--- src/rtl/mips_ctrl_pkg.sv ---
// Shared encodings for the multicycle MIPS control path.
// Used by the controller, the datapath and the benches.
package mips_ctrl_pkg;

    typedef enum logic [3:0] {
        S_FETCH   = 4'd0,
        S_DECODE  = 4'd1,
        S_MEMADR  = 4'd2,
        S_MEMRD   = 4'd3,
        S_MEMWB   = 4'd4,
        S_MEMWR   = 4'd5,
        S_RTEXE   = 4'd6,
        S_RTWB    = 4'd7,
        S_BEQ     = 4'd8,
        S_ADDIEXE = 4'd9,
        S_ADDIWB  = 4'd10,
        S_JUMP    = 4'd11,
        S_FAULT   = 4'd12
    } state_t;

    localparam logic [5:0] OP_RTYPE = 6'b000000;
    localparam logic [5:0] OP_LW    = 6'b100011;
    localparam logic [5:0] OP_SW    = 6'b101011;
    localparam logic [5:0] OP_BEQ   = 6'b000100;
    localparam logic [5:0] OP_ADDI  = 6'b001000;
    localparam logic [5:0] OP_J     = 6'b000010;

    localparam logic [1:0] ALU_ADD   = 2'b00;
    localparam logic [1:0] ALU_SUB   = 2'b01;
    localparam logic [1:0] ALU_FUNCT = 2'b10;

    localparam logic [1:0] SRCB_REG = 2'b00;
    localparam logic [1:0] SRCB_ONE = 2'b01;
    localparam logic [1:0] SRCB_IMM = 2'b10;
    localparam logic [1:0] SRCB_BR  = 2'b11;

    localparam logic [1:0] PC_ALU    = 2'b00;
    localparam logic [1:0] PC_ALUOUT = 2'b01;
    localparam logic [1:0] PC_JUMP   = 2'b10;

    // States that hold a memory request open until mem_ready
    function automatic logic is_wait(state_t s);
        return (s == S_FETCH) || (s == S_MEMRD) || (s == S_MEMWR);
    endfunction

endpackage

--- src/rtl/multicycle_controller_mem_wait_timer.sv ---
// Counts consecutive not-ready cycles of a memory wait state.
// expired flags the cycle that would be the TIMEOUT_CYCLES-th miss.
module mem_wait_timer #(
    parameter int TIMEOUT_CYCLES = 15
) (
    input  logic clk,
    input  logic reset,
    input  logic clear,
    input  logic waiting,
    output logic expired
);

    logic [7:0] count;

    always_ff @(posedge clk) begin
        if (reset || clear)
            count <= 8'd0;
        else if (waiting)
            count <= count + 8'd1;
    end

    assign expired = waiting && (count == 8'(TIMEOUT_CYCLES - 1));

endmodule

--- src/rtl/multicycle_controller.sv ---
// Moore-style multicycle MIPS controller with memory wait
// timeout and a sticky fault state left only through reset.
module multicycle_controller
    import mips_ctrl_pkg::*;
#(
    parameter int TIMEOUT_CYCLES = 15
) (
    input  logic       clk,
    input  logic       reset,
    input  logic [5:0] opcode,
    input  logic       zero,
    input  logic       mem_ready,
    output logic       pc_we,
    output logic       ir_we,
    output logic       reg_we,
    output logic       mem_rd,
    output logic       mem_wr,
    output logic       iord,
    output logic       reg_dst,
    output logic       mem_to_reg,
    output logic       alu_src_a,
    output logic [1:0] alu_src_b,
    output logic [1:0] alu_op,
    output logic [1:0] pc_src,
    output logic       instr_done,
    output logic       fault,
    output logic [3:0] state
);

    state_t cur, nxt;
    logic   waiting, expired, done;
    logic   pcw, irw, rgw, mrd, mwr;

    assign waiting = is_wait(cur) && !mem_ready;

    mem_wait_timer #(
        .TIMEOUT_CYCLES(TIMEOUT_CYCLES)
    ) u_timer (
        .clk    (clk),
        .reset  (reset),
        .clear  (nxt != cur),
        .waiting(waiting),
        .expired(expired)
    );

    always_ff @(posedge clk) begin
        if (reset)
            cur <= S_FETCH;
        else
            cur <= nxt;
    end

    always_comb begin
        nxt = cur;
        unique case (cur)
            S_FETCH:
                if (mem_ready)    nxt = S_DECODE;
                else if (expired) nxt = S_FAULT;
            S_DECODE:
                case (opcode)
                    OP_LW, OP_SW: nxt = S_MEMADR;
                    OP_RTYPE:     nxt = S_RTEXE;
                    OP_BEQ:       nxt = S_BEQ;
                    OP_ADDI:      nxt = S_ADDIEXE;
                    OP_J:         nxt = S_JUMP;
                    default:      nxt = S_FAULT;
                endcase
            S_MEMADR:
                nxt = (opcode == OP_SW) ? S_MEMWR : S_MEMRD;
            S_MEMRD:
                if (mem_ready)    nxt = S_MEMWB;
                else if (expired) nxt = S_FAULT;
            S_MEMWR:
                if (mem_ready)    nxt = S_FETCH;
                else if (expired) nxt = S_FAULT;
            S_RTEXE:   nxt = S_RTWB;
            S_ADDIEXE: nxt = S_ADDIWB;
            S_MEMWB, S_RTWB, S_BEQ, S_ADDIWB, S_JUMP:
                nxt = S_FETCH;
            S_FAULT:   nxt = S_FAULT;
            default:   nxt = S_FAULT;
        endcase
    end

    always_comb begin
        pcw        = 1'b0;
        irw        = 1'b0;
        rgw        = 1'b0;
        mrd        = 1'b0;
        mwr        = 1'b0;
        done       = 1'b0;
        iord       = 1'b0;
        reg_dst    = 1'b0;
        mem_to_reg = 1'b0;
        alu_src_a  = 1'b0;
        alu_src_b  = SRCB_REG;
        alu_op     = ALU_ADD;
        pc_src     = PC_ALU;
        unique case (cur)
            S_FETCH: begin
                mrd       = 1'b1;
                alu_src_b = SRCB_ONE;
                pcw       = mem_ready;
                irw       = mem_ready;
            end
            S_DECODE:  alu_src_b = SRCB_BR;
            S_MEMADR: begin
                alu_src_a = 1'b1;
                alu_src_b = SRCB_IMM;
            end
            S_MEMRD: begin
                mrd  = 1'b1;
                iord = 1'b1;
            end
            S_MEMWB: begin
                rgw        = 1'b1;
                mem_to_reg = 1'b1;
                done       = 1'b1;
            end
            S_MEMWR: begin
                mwr  = 1'b1;
                iord = 1'b1;
                done = mem_ready;
            end
            S_RTEXE: begin
                alu_src_a = 1'b1;
                alu_op    = ALU_FUNCT;
            end
            S_RTWB: begin
                rgw     = 1'b1;
                reg_dst = 1'b1;
                done    = 1'b1;
            end
            S_BEQ: begin
                alu_src_a = 1'b1;
                alu_op    = ALU_SUB;
                pc_src    = PC_ALUOUT;
                pcw       = zero;
                done      = 1'b1;
            end
            S_ADDIEXE: begin
                alu_src_a = 1'b1;
                alu_src_b = SRCB_IMM;
            end
            S_ADDIWB: begin
                rgw  = 1'b1;
                done = 1'b1;
            end
            S_JUMP: begin
                pc_src = PC_JUMP;
                pcw    = 1'b1;
                done   = 1'b1;
            end
            S_FAULT: ;
            default: ;
        endcase
    end

    // Strobes are masked combinationally so reset kills them at once
    assign pc_we      = pcw  && !reset;
    assign ir_we      = irw  && !reset;
    assign reg_we     = rgw  && !reset;
    assign mem_rd     = mrd  && !reset;
    assign mem_wr     = mwr  && !reset;
    assign instr_done = done && !reset;
    assign fault      = (cur == S_FAULT);
    assign state      = cur;

endmodule

--- config.mk ---
export PLATFORM = sky130hd
export DESIGN_NAME = multicycle_controller
export DESIGN_NICKNAME = d
export VERILOG_FILES = /design/src/rtl/mips_ctrl_pkg.sv /design/src/rtl/multicycle_controller_mem_wait_timer.sv /design/src/rtl/multicycle_controller.sv
export SDC_FILE = /design/constraint.sdc
export NUM_CORES = 1
export LEC_CHECK = 0
export CORE_AREA = 3 3 49 51
export CTS_BUF_LIST = sky130_fd_sc_hd__clkbuf_8 sky130_fd_sc_hd__clkbuf_16
export CTS_CLUSTER_SIZE = 24
export DETAILED_ROUTE_END_ITERATION = 8
export DIE_AREA = 0 0 52 54
export PLACE_DENSITY_LB_ADDON = 0.2
export SETUP_SLACK_MARGIN = 0.1
export SYNTH_ARGS = -nofsm -noshare
export SYNTH_HDL_FRONTEND = slang
export SYNTH_SLANG_ARGS = --single-unit
--- constraint.sdc ---
create_clock -name clk -period 5.6 [get_ports clk]
set_input_delay 0.84 -clock clk [delete_from_list [all_inputs] [get_ports clk]]
set_output_delay 0.84 -clock clk [all_outputs]
set_load 0.02 [all_outputs]
==> metrics.txt <==
Setup Buffers After CTS 0; clock period minus worst slack 3480 ps; warnings from Yosys 0; Final Wtd Congestion 0.876; Sum Neg Setup Slack 0 ps; vias 1083; First DRT Iteration DRCs 15; port buffer count 30; CP max-delay cell clkdlybuf4s50_1; Syn Inst Count 136; LEAKAGE 0.461 nW; clock transition at the registers of the reported paths 50 ps; Clock Path Buffers 2; sequential share of power 30.3%; Post-CTS Hold Buffers 0; CTS tree done; worst IR drop on VDD 0.161 mV; status finished, final reports clean; Max FO, Critical Path 7; vias in the first global route 1002; worst path required time 4760 ps; clock root buffer clkbuf_8; synthesized flop and latch total 12; Post-synth EDFFs 0; Worst-Skew Late Latency 240 ps; Hold Slack 539 ps; worst path cell trace clkdlybuf4s50_1 -> a21oi_1 -> a2111oi_0 -> clkdlybuf4s50_1; Core Rows 16; first-pass GRT wire length 4.26 mm; power density cells 284 nW/um^2; dpl ws 2110 ps; share of the synthesized area in the top cell type 24.6%; Worst Hold Class reg2reg; post-CTS sizing 0; Switch Pwr 147 uW; Sw Ratio 39.3%; Post-Place Cells 183; drt first pass iters 4; H-tree level count 1; most used cell, CP clkdlybuf4s50_1; GRT overflow 0; Worst EP arrival 2640 ps; layout cells sized above 1 5.63%; Sink Count 12; Slew HR 45.6%; synthesized area per cell 7.19 um^2; Syn Nets 148; Routed WL 2.62 mm; n_diodes 0; Residual DRC 0; final period utilization 62.1%; Max Slew Vio Count 0; Layout Skew 3.38 ps; remaining antenna violation count 0; fillcell total 172; max cap viols 0; hold_sp u_timer.count[7]; final hold vios 0; power share of the combinational group 44.8%; Worst Setup Slack, final 2120 ps; core outline area 1980 um^2; slowest stage delay, CP 690 ps; synth unique cells 41; Pint 228 uW; final setup violation count 0; vias per std cell 5.79; sequential area share after synthesis 24.6%; unrepaired setup endpoints after global routing false; R2R Path Start state[2]; Synth Cell Area 977 um^2; initial antenna violation count 0; area leader, netlist dfxtp_1; Final #Nets 173; Global Route Usage Sum 19.9%; CP Capture Type primary output; CP startpoint mem_ready; Synth area leaders dfxtp_1 (25%), nor3_1 (9.2%), a21oi_1 (6.1%); WL/cell 14.0 um; CTS buffer count 3; Top Ports 31; die height 54 um; Critical Path Start Type primary input; Main synth FF type dfxtp_1; die width 52 um; non-filler instance count after layout 187; die area 2810 um^2; Setup CP Type in2out; FMAX 288 MHz; Syn-to-layout area delta 35.5%; ys async rst share 0%; Clock Power Share 24.9%; Initial Util 49.3%; Detailed Place HPWL 1.96 mm; largest net degree at the start of global routing 22; Worst Tran Pin Value 816 ps
## stage by stage
step                      total power, mW  cell area (um^2)  util [%]
after global routing                0.399              1320      66.8
final                               0.375              1320      66.8
after floorplan                     0.222               977         -
after CTS                           0.378              1320      66.8
after detailed placement            0.284              1270      64.0
after global placement              0.279              1270      64.0
## routing by layer
metal	GRT usage (%)	part of all wire, %	up-vias
met2	38.9	53	38
li1	-	-	543
met3	2.77	4.7	5
met4	7.86	1.1	0
met1	21.3	42	497
met5	0	0	-
## flip-flops by register name (all words and copies together), names as in the netlist
name,cells
u_timer.count,8
state,4
## cell usage after synthesis (all sizes together) (2+ instances only)
library cell	n
nor3	18
nor2	13
a21oi	12
dfxtp	12
nand2	9
o21ai	8
clkbuf	7
and3	6
xnor2	6
inv	5
nand3	5
xor2	4
a221oi	3
buf	3
a2111oi	2
and2	2
ha	2
or4	2
## power groups by stage
stage	Clock (mW)	Sequential, mW	Combinational, mW
6_report	0.0935	0.114	0.168
4_1_cts	0.0950	0.113	0.170
2_1_floorplan	0	0.103	0.119
3_5_place_dp	0	0.115	0.169
3_3_place_gp	0	0.115	0.165
5_1_grt	0.100	0.116	0.183
## cells by family after synthesis
group,count (synthesis),share of synthesized area [%]
flip-flops,12,24.6
adder cells (fa/ha/maj),2,2.56
AND/OR/NAND/NOR,62,32.1
AO/OA/AOI/OAI,33,22.5
buffers and inverters,15,6.27
multiplexers,2,2.18
XOR/XNOR,10,9.73
## worst paths after layout
check | to | slack [ps] | depth (start not counted)
worst min-delay path | u_timer.count[7] | 540 | 2
worst max register to register | u_timer.count[1] | 2890 | 5
worst max-delay path | instr_done | 2120 | 4
worst min register to register | u_timer.count[7] | 540 | 2
## cell usage in the layout, fill, tap and decap left out, drive strengths merged, types with 2 or more instances in the layout
master	synthesis	final
a221oi	3	3
dfxtp	12	12
xor2	4	4
xnor2	6	6
nand3	5	5
ha	2	2
a21oi	12	12
inv	5	5
clkbuf	7	4
or4	2	2
nor3	18	18
clkdlybuf4s50	0	30
nand2	9	9
and3	6	6
o21ai	8	8
and2	2	2
nor2	13	13
a2111oi	2	2
## critical path: cells and delay by family
kind                   cells  cell delay, ps
buffers and inverters      2            1310
AO/OA/AOI/OAI              2             500
## layout make-up
type                            instances  area (um^2)  share of cell area (%)
Multi-Input combinational cell        109          676                    51.0
Clock buffer                            4         55.1                    4.16
Sequential cell                        12          240                    18.1
Inverter                                5         18.8                    1.42
Tap cell                               27         33.8                    2.55
Timing Repair Buffer                   30          300                    22.7
(Power assumes the default switching activity.)
